**config.mk**
```make
export PLATFORM = sky130hd
export DESIGN_NAME = anita3_scaler_reader_flat
export DESIGN_NICKNAME = d
export VERILOG_FILES = /design/src/rtl/anita3_scaler_reader_if.sv /design/src/rtl/anita3_scaler_reader.sv /design/src/flat_wrapper.sv
export SDC_FILE = /design/constraint.sdc
export NUM_CORES = 1
export LEC_CHECK = 0
export CAP_MARGIN = 40
export CELL_PAD_IN_SITES_DETAIL_PLACEMENT = 0
export CELL_PAD_IN_SITES_GLOBAL_PLACEMENT = 1
export CORE_MARGIN = 10
export CORE_UTILIZATION = 40
export DETAILED_ROUTE_END_ITERATION = 16
export DONT_BUFFER_PORTS = 1
export PLACE_DENSITY = 0.76
export SLEW_MARGIN = 0
export SYNTH_ARGS = -nofsm -noshare
export SYNTH_HDL_FRONTEND = slang
export SYNTH_SLANG_ARGS = --single-unit
```
**constraint.sdc**
```tcl
create_clock -name clk33_i -period 2 [get_ports clk33_i]
set_clock_uncertainty 0.05 [all_clocks]
set_input_delay 0.1 -clock clk33_i [delete_from_list [all_inputs] [get_ports clk33_i]]
set_output_delay 0.1 -clock clk33_i [all_outputs]
set_load 0.005 [all_outputs]
```
**src/rtl/anita3_scaler_reader_if.sv**
```systemverilog
// rtl/anita3_scaler_reader_if.sv - scaler read bus and record word stream between reader and its neighbours
interface anita3_scaler_reader_if;
    logic [5:0]  scal_addr;
    logic [31:0] scal_dat;
    logic [31:0] rd_dat;
    logic        rd_valid;
    logic        rd_last;
    logic        rd_ready;

    // The reader drives the scaler address and the outgoing stream.
    modport master (
        output scal_addr,
        input  scal_dat,
        output rd_dat,
        output rd_valid,
        output rd_last,
        input  rd_ready
    );

    // Scaler block plus downstream packer as seen from the other side.
    modport slave (
        input  scal_addr,
        output scal_dat,
        input  rd_dat,
        input  rd_valid,
        input  rd_last,
        output rd_ready
    );
endinterface

```
**src/rtl/anita3_scaler_reader.sv**
```systemverilog
// rtl/anita3_scaler_reader.sv - per-PPS scaler sweep into a framed record stream; SCALER_READER_CKSUM_EN appends an XOR checksum word
module anita3_scaler_reader #(
    parameter int unsigned SETTLE_CYCLES = 4,
    parameter logic [7:0]  HDR_TAG       = 8'hA3
) (
    input  logic                     clk33_i,
    input  logic                     rst_n_i,
    input  logic                     pps_i,
    anita3_scaler_reader_if.master   bus,
    output logic                     busy_o,
    output logic [7:0]               missed_o
);

    localparam logic [4:0] NDATA  = 5'd19;
`ifdef SCALER_READER_CKSUM_EN
    localparam logic [7:0] NWORDS = 8'd20;
`else
    localparam logic [7:0] NWORDS = 8'd19;
`endif

    typedef enum logic [2:0] {IDLE, SETTLE, SEND, FETCH, DONE} state_t;

    state_t      state_q, state_d;
    logic        pps_q;
    logic [7:0]  cnt_q, cnt_d;
    logic [4:0]  idx_q, idx_d;
    logic [7:0]  seq_q, seq_d;
    logic [7:0]  missed_q, missed_d;
    logic [5:0]  addr_q, addr_d;
    logic [31:0] dat_q, dat_d;
    logic        valid_q, valid_d;
    logic        last_q, last_d;
    logic        busy_q, busy_d;
`ifdef SCALER_READER_CKSUM_EN
    logic [31:0] acc_q, acc_d;
`endif

    logic        pps_edge;
    logic [31:0] header;

    // Fixed scaler map: L3/L3-mon block, then refpulse, C3PO, {sec, deadtime}.
    function automatic logic [5:0] map_addr(input logic [4:0] idx);
        case (idx)
            5'd16:   map_addr = 6'h20;
            5'd17:   map_addr = 6'h27;
            5'd18:   map_addr = 6'h29;
            default: map_addr = {2'b01, idx[3:0]};
        endcase
    endfunction

    assign pps_edge = pps_i & ~pps_q;
    assign header   = {HDR_TAG, seq_q, missed_q, NWORDS};

    // Record sequencer: next-state and registered-output computation.
    always_comb begin
        state_d  = state_q;
        cnt_d    = cnt_q;
        idx_d    = idx_q;
        seq_d    = seq_q;
        missed_d = missed_q;
        addr_d   = addr_q;
        dat_d    = dat_q;
        valid_d  = valid_q;
        last_d   = last_q;
        busy_d   = busy_q;
`ifdef SCALER_READER_CKSUM_EN
        acc_d    = acc_q;
`endif
        // Edges arriving outside IDLE (including the DONE cycle) are dropped and counted.
        if (pps_edge && state_q != IDLE && missed_q != 8'hFF) begin
            missed_d = missed_q + 8'd1;
        end
        case (state_q)
            IDLE: begin
                if (pps_edge) begin
                    busy_d  = 1'b1;
                    cnt_d   = 8'(SETTLE_CYCLES);
                    idx_d   = 5'd0;
                    state_d = SETTLE;
                end
            end
            SETTLE: begin
`ifdef SCALER_READER_CKSUM_EN
                acc_d = 32'd0;
`endif
                if (cnt_q == 8'd0) begin
                    dat_d   = header;
                    valid_d = 1'b1;
                    last_d  = 1'b0;
`ifdef SCALER_READER_CKSUM_EN
                    acc_d   = header;
`endif
                    state_d = SEND;
                end else begin
                    cnt_d = cnt_q - 8'd1;
                end
            end
            SEND: begin
                if (bus.rd_ready) begin
                    if (idx_q < NDATA) begin
                        addr_d  = map_addr(idx_q);
                        valid_d = 1'b0;
                        state_d = FETCH;
`ifdef SCALER_READER_CKSUM_EN
                    end else if (idx_q == NDATA) begin
                        // Checksum word follows the 0x29 word back to back.
                        dat_d = acc_q;
                        last_d = 1'b1;
                        idx_d = NDATA + 5'd1;
`endif
                    end else begin
                        // Drop valid at the final handshake so DONE never re-offers the word.
                        valid_d = 1'b0;
                        last_d  = 1'b0;
                        state_d = DONE;
                    end
                end
            end
            FETCH: begin
                dat_d   = bus.scal_dat;
                valid_d = 1'b1;
                idx_d   = idx_q + 5'd1;
`ifdef SCALER_READER_CKSUM_EN
                last_d  = 1'b0;
                acc_d   = acc_q ^ bus.scal_dat;
`else
                last_d  = (idx_q == NDATA - 5'd1);
`endif
                state_d = SEND;
            end
            DONE: begin
                valid_d = 1'b0;
                last_d  = 1'b0;
                busy_d  = 1'b0;
                seq_d   = seq_q + 8'd1;
                addr_d  = 6'h00;
                state_d = IDLE;
            end
            default: state_d = IDLE;
        endcase
    end

    // State and output registers; reset aborts any record in flight.
    always_ff @(posedge clk33_i or negedge rst_n_i) begin
        if (!rst_n_i) begin
            state_q  <= IDLE;
            pps_q    <= 1'b0;
            cnt_q    <= 8'd0;
            idx_q    <= 5'd0;
            seq_q    <= 8'd0;
            missed_q <= 8'd0;
            addr_q   <= 6'h00;
            dat_q    <= 32'd0;
            valid_q  <= 1'b0;
            last_q   <= 1'b0;
            busy_q   <= 1'b0;
`ifdef SCALER_READER_CKSUM_EN
            acc_q    <= 32'd0;
`endif
        end else begin
            state_q  <= state_d;
            pps_q    <= pps_i;
            cnt_q    <= cnt_d;
            idx_q    <= idx_d;
            seq_q    <= seq_d;
            missed_q <= missed_d;
            addr_q   <= addr_d;
            dat_q    <= dat_d;
            valid_q  <= valid_d;
            last_q   <= last_d;
            busy_q   <= busy_d;
`ifdef SCALER_READER_CKSUM_EN
            acc_q    <= acc_d;
`endif
        end
    end

    assign bus.scal_addr = addr_q;
    assign bus.rd_dat    = dat_q;
    assign bus.rd_valid  = valid_q;
    assign bus.rd_last   = last_q;
    assign busy_o        = busy_q;
    assign missed_o      = missed_q;

endmodule
```
**src/flat_wrapper.sv**
```systemverilog
// flat-port wrapper written by rule: the top's interface ports become plain ports
module anita3_scaler_reader_flat 
#(
    parameter int unsigned SETTLE_CYCLES = 4,
    parameter logic [7:0]  HDR_TAG       = 8'hA3
)
  (clk33_i, rst_n_i, pps_i, busy_o, missed_o, bus_scal_addr, bus_scal_dat, bus_rd_dat, bus_rd_valid, bus_rd_last, bus_rd_ready);
  anita3_scaler_reader_if bus_i ();
  input  logic clk33_i;
  input  logic rst_n_i;
  input  logic pps_i;
  output logic busy_o;
  output logic [7:0] missed_o;
  output wire logic [$bits(bus_i.scal_addr)-1:0] bus_scal_addr;
  input wire logic [$bits(bus_i.scal_dat)-1:0] bus_scal_dat;
  output wire logic [$bits(bus_i.rd_dat)-1:0] bus_rd_dat;
  output wire logic [$bits(bus_i.rd_valid)-1:0] bus_rd_valid;
  output wire logic [$bits(bus_i.rd_last)-1:0] bus_rd_last;
  input wire logic [$bits(bus_i.rd_ready)-1:0] bus_rd_ready;
  assign bus_scal_addr = bus_i.scal_addr;
  assign bus_i.scal_dat = bus_scal_dat;
  assign bus_rd_dat = bus_i.rd_dat;
  assign bus_rd_valid = bus_i.rd_valid;
  assign bus_rd_last = bus_i.rd_last;
  assign bus_i.rd_ready = bus_rd_ready;
  anita3_scaler_reader #(.SETTLE_CYCLES(SETTLE_CYCLES), .HDR_TAG(HDR_TAG)) u_core (.clk33_i(clk33_i), .rst_n_i(rst_n_i), .pps_i(pps_i), .bus(bus_i), .busy_o(busy_o), .missed_o(missed_o));
endmodule
```
==> results.json, run 1 <==
{
  "drv_cap": 0,
  "finalCritPeriodShare_pct": 95.0,
  "setup_ws_ns": 0.0993,
  "overflow": 0,
  "fp.dieH_um": 113,
  "clock_latency_ns": 0.35,
  "post-synth-top-count-cell": "dfrtp_1",
  "outcome": "finished clean",
  "cts-htree-levels": 3,
  "ys_ff_latch": 74,
  "numCtsBuffers": 9,
  "gp_congestion": 0.792,
  "cts_tree": "done",
  "syn_area_per_cell_um2": 10.3,
  "cts.sinks": 74,
  "chipWidth_um": 113,
  "wirelength_mm": 8.85,
  "muxShareOfSynthArea_pct": 0.901,
  "p_per_area_mw_per_mm2": 1330,
  "grt_pass1_vias": 2895,
  "start_util_pct": 41.6,
  "drc": 0,
  "p_sw_mw": 2.13,
  "area_growth_pct": 28.7,
  "root_buffer": "clkbuf_8",
  "drive_above_1_share_pct": 14.5,
  "netlist.area_leader.share_pct": 53.3,
  "worstPathRequired_ns": 2.18,
  "synth_warnings": 0,
  "dieArea_mm2": 0.0128,
  "whs_ns": 0.197,
  "diodes": 0,
  "wl_per_cell_um": 17.3,
  "ys.flop_type": "dfrtp_1",
  "routed_via_density": 5.37,
  "dp.cells": 453,
  "cts_buffer_depth": 2,
  "clk_pin_slew_ns": 0.08,
  "p_int_mw": 3.80,
  "async_flop_share_pct": 100,
  "fmax_mhz": 526,
  "synthAdderAreaFrac_pct": 2.88,
  "clkPwrFrac_pct": 23.1,
  "nets": 445,
  "syn_area_mm2": 0.00347,
  "p_sw_share_pct": 35.9,
  "post-route-min-period_ns": 1.90,
  "peakVddDrop_mv": 0.585,
  "leakagePower_nw": 2.10,
  "io_pins": 85,
  "hold_class": "input port to flip-flop",
  "yosys.area_share.simple_pct": 16.4,
  "drtAntennaViolNets": 0,
  "crit_start": "u_core.cnt_q[0]",
  "worstSetupStartpointType": "flip-flop",
  "rows": 33,
  "synth_top_family_by_area": "compound AO/OA/AOI/OAI gates",
  "end_kind": "flip-flop",
  "synth.distinct_cells": 49,
  "dr.first_iter.drc_count": 182,
  "worstSetupPathType": "flip-flop to flip-flop",
  "grt_max_degree": 75,
  "dp_slack_ns": 0.0116,
  "dr.pass1.iters": 4,
  "synth-edff-count": 0,
  "rsz0062_at_grt": "false",
  "seq_power_share_pct": 45.2,
  "setup_viol": 0,
  "coreArea_mm2": 0.00834,
  "antenna_found_initial": 0,
  "worstMarginPinSlew_ns": 0.465,
  "final_max_slew_viol_count": 0,
  "dp_hpwl_mm": 6.08,
  "cp.arrival_ns": 2.08,
  "combinationalPowerShare_pct": 31.8,
  "r2r-start": "u_core.cnt_q[0]",
  "slew_headroom_pct": 68.7,
  "synthCells": 338,
  "p_total_mw": 5.93,
  "track_usage_pct": 13.8,
  "synth-xor-area-share_pct": 4.03,
  "synth_area_leaders": "dfrtp_1 53%, nand2_1 5.3%, o21ai_0 4.6%",
  "min_from": "pps_i",
  "yosysTopAreaCell": "dfrtp_1",
  "synth_compound_area_share_pct": 19.3,
  "yosys-top-cells-count": "74 x dfrtp_1, 49 x nand2_1, 32 x o21ai_0, 17 x a21o_1, 16 x a22o_1",
  "final_cells": 511,
  "hold_viol": 0,
  "port_buffers": 0,
  "grt_pass1_wl_mm": 14.6,
  "vias": 2745,
  "path_max_fanout": 8,
  "finalSetupTns_ns": 0,
  "synth_nets": 382,
  "yosysSeqAreaShare_pct": 53.3
}
metrics by stage:
step	utilization, %	instance area (um2)
2_1_floorplan	-	3470
4_1_cts	52.6	4390
6_report	53.6	4470
3_5_place_dp	45.2	3770
5_1_grt	53.6	4470
3_3_place_gp	45.2	3770
registers in the layout, summed over array words and instances, names as in the netlist, 3 cells and up:
| name | flops |
|---|---|
| u_core.idx_q | 5 |
| u_core.bus.scal_addr | 6 |
| u_core.state_q | 3 |
| u_core.missed_o | 8 |
| u_core.seq_q | 8 |
| u_core.cnt_q | 8 |
| u_core.bus.rd_dat | 32 |
cells in the final DEF (no fill, tap or decap), types with 8 or more instances in the layout:
master / instances
a21oi_1: 12
clkbuf_8: 12
xnor2_1: 11
nand4_1: 8
o21ai_0: 32
dfrtp_1: 74
dlygate4sd3_1: 35
buf_4: 28
a22o_1: 16
nand2_1: 49
nand3_1: 10
a21o_1: 17
nor2_1: 14
cell type report:
type,count,area [um2]
inverters,7,26.3
flip-flops and latches,74,1850
multi-input cells,239,1520
clock inverters,3,68.8
repair buffers,70,708
fillers,735,3870
clock buffers,13,169
well taps,105,131
path summary, 6_finish.rpt:
check | slack [ns] | depth (start not counted) | to
max reg2reg | 0.1 | 7 | u_core.bus.rd_dat[23]
min in group asynchronous | 0.23 | 2 | u_core.bus.rd_dat[7]
max in group asynchronous | 1.33 | 2 | u_core.bus.rd_dat[8]
min | 0.20 | 5 | u_core.missed_o[3]
max | 0.1 | 7 | u_core.bus.rd_dat[23]
min reg2reg | 0.43 | 1 | u_core.seq_q[7]
per-layer routing:
layer / GRT usage (%) / wire, um / part of all wire [%]
met4: 3.47 / 81 / 0.91
met3: 7.13 / 864 / 9.8
met2: 21.5 / 4070 / 46
met1: 16.4 / 3840 / 43
met5: 0 / 0 / 0
power groups by stage:
stage	combinational (mW)	clock [mW]	sequential (mW)
2_1_floorplan	1.25	0	2.53
3_3_place_gp	1.68	0	2.71
3_5_place_dp	1.75	0	2.72
4_1_cts	1.85	1.40	2.71
5_1_grt	2.14	1.47	2.79
6_report	1.88	1.37	2.68
critical path, stage by stage (launching register included):
cell and delay, ns:
dfrtp_1 0.38, inv_1 0.08, ha_2 0.17, or3b_4 0.42
nor3_4 0.24, buf_12 0.17, mux2i_1 0.18, a21oi_1 0.08
repair_timing:
| action | CTS | global route |
|---|---|---|
| buffers inserted | 0 | 6 |
| hold buffers | 36 | 0 |
| endpoints found under the setup margin | 1 | 26 |
| gates resized for setup | 1 | 1 |
| pin swaps | 0 | 2 |
| cloned | 0 | 0 |
| hold endpoints to repair | 110 | 0 |
cell families after synthesis:
group / after synthesis
adders and majority gates: 8
and+or+nand+nor: 112
xor gates and xnor gates: 16
buffers and inverters: 25
DFF: 74
AOI/OAI and AO/OA: 100
muxes: 3
(Power assumes the default switching activity.)
==> run 2: changes to the inputs <==
==> constraint.sdc (replaced) <==
create_clock -name clk33_i -period 1.7 [get_ports clk33_i]
set_clock_uncertainty 0.05 [all_clocks]
set_input_delay 0.085 -clock clk33_i [delete_from_list [all_inputs] [get_ports clk33_i]]
set_output_delay 0.085 -clock clk33_i [all_outputs]
set_load 0.005 [all_outputs]
==> results.json, run 2 (same netlist as run 1, synthesis figures left out) <==
{
  "dp.cells": 473,
  "finalCritPeriodShare_pct": 113,
  "dieArea_mm2": 0.0128,
  "final_common_cell": "dfrtp_1",
  "fmax_mhz": 521,
  "antenna_found_initial": 0,
  "worstSetupStartpointType": "flip-flop",
  "cts_tree": "done",
  "grt_pass1_vias": 2954,
  "seq_power_share_pct": 40.6,
  "root_buffer": "clkbuf_8",
  "leakagePower_nw": 2.25,
  "n_fill_cell": 727,
  "track_usage_pct": 14.6,
  "dr.first_iter.drc_count": 151,
  "worstSetupPathType": "flip-flop to flip-flop",
  "p_int_mw": 4.64,
  "area_growth_pct": 38.1,
  "p_sw_share_pct": 37.4,
  "grt_max_degree": 75,
  "gp_congestion": 0.853,
  "io_pins": 85,
  "violations": "hold timing, setup timing",
  "diodes": 0,
  "chipWidth_um": 113,
  "place_area_mm2": 0.00396,
  "routed_via_density": 5.39,
  "fp.dieH_um": 113,
  "final_cells": 539,
  "wl_per_cell_um": 17.9,
  "outcome": "finished with violations",
  "clock_latency_ns": 0.35,
  "coreArea_mm2": 0.00834,
  "clkPwrFrac_pct": 19.3,
  "wirelength_mm": 9.63,
  "worstMarginPinSlew_ns": 0.388,
  "vias": 2904,
  "rsz0062_at_grt": "true",
  "path_max_fanout": 4,
  "drive_above_1_share_pct": 26.0,
  "nets": 473,
  "post-route-min-period_ns": 1.92,
  "cts.sinks": 74,
  "cp.arrival_ns": 2.10,
  "clk_pin_slew_ns": 0.09,
  "drtAntennaViolNets": 0,
  "dr.pass1.iters": 4,
  "largest_reg_flops": 32,
  "combinationalPowerShare_pct": 40.0,
  "slew_headroom_pct": 74.1,
  "numCtsBuffers": 9,
  "p_total_mw": 7.42,
  "hold_class": "input port to async pin",
  "whs_ns": -0.624,
  "final_max_slew_viol_count": 0,
  "worstPathRequired_ns": 1.88,
  "rows": 33,
  "cts_buffer_depth": 2,
  "peakVddDrop_mv": 0.769,
  "overflow": 0,
  "most-common-layout-cells": "74 x dfrtp_1, 49 x nand2_1, 48 x buf_4",
  "cts_hold_buf": 34,
  "final_area_mm2": 0.00480,
  "hold_viol": 74,
  "port_buffers": 0,
  "dp_hpwl_mm": 6.32,
  "setup_ws_ns": -0.221,
  "setup_viol": 40,
  "grt_pass1_wl_mm": 15.5,
  "drv_cap": 0,
  "cts-htree-levels": 3,
  "start_util_pct": 41.6,
  "p_sw_mw": 2.77,
  "end_kind": "flip-flop",
  "p_per_area_mw_per_mm2": 1550,
  "drc": 0
}
==> run 2: critical path, cell delays in order, from the launching register on <==
cell     delay, ns
dfrtp_1       0.39
inv_2         0.08
ha_4          0.13
or3b_4        0.40
nor3_4        0.22
buf_6         0.15
buf_12        0.12
mux2i_1       0.18
a21oi_1       0.08
==> run 2: repair_timing <==
action | CTS | global route
gates cloned | 2 | 1
gates resized for setup | 47 | 16
hold endpoints to repair | 110 | 74
endpoints found under the setup margin | 40 | 48
buffers inserted | 7 | 8
pin swaps | 33 | 10
==> run 2: worst paths after layout <==
check                                 from                     to  slack (ns)  depth (start not counted)
setup / recovery           u_core.cnt_q[0]  u_core.bus.rd_dat[23]       -0.22                          8
hold / removal                     rst_n_i  u_core.bus.rd_dat[16]       -0.62                          0
setup reg to reg           u_core.cnt_q[0]  u_core.bus.rd_dat[23]       -0.22                          8
hold reg to reg            u_core.seq_q[7]        u_core.seq_q[7]        0.43                          1
max in group asynchronous          rst_n_i    u_core.bus.rd_valid        2.11                          0
min in group clk33_i          bus_rd_ready      u_core.state_q[0]        0.02                          2
==> run 2: stage by stage <==
step                      util [%]  hold WS (ns)  worst slack [ns]  TNS (ns)
after floorplan                  -        -0.261            -0.220     -3.83
after global placement        47.4        -0.256            -0.267     -5.27
after detailed placement      47.4        -0.256            -0.303     -6.20
after CTS                     56.5        -0.652            -0.237     -5.97
after global routing          57.5        -0.651            -0.291     -7.91
final                         57.5        -0.624            -0.221     -4.86
==> run 2: power by group through the flow <==
stage,Clock (mW),Combinational (mW),Sequential (mW)
after global routing,1.55,3.29,3.11
after detailed placement,0,2.53,3.03
after CTS,1.49,2.84,3.03
final,1.43,2.97,3.01
after global placement,0,2.42,3.02
after floorplan,0,1.52,2.97
==> run 2: layout make-up <==
cell class	count	area [um2]	share of cell area, %
clock buffer	9	124	2.58
inverter	7	26.3	0.548
tap	105	131	2.74
sequential	74	1850	38.6
timing repair buffer	97	916	19.1
multi-input combinational	240	1660	34.7
clock inverter	7	83.8	1.75
==> run 2: metal layers <==
layer	GRT usage [%]	routed length, um	up-vias
li1	-	-	1398
met1	17.7	4140	1429
met2	23.9	4710	66
met3	5.49	674	11
met4	3.98	113	0
met5	0	0	-
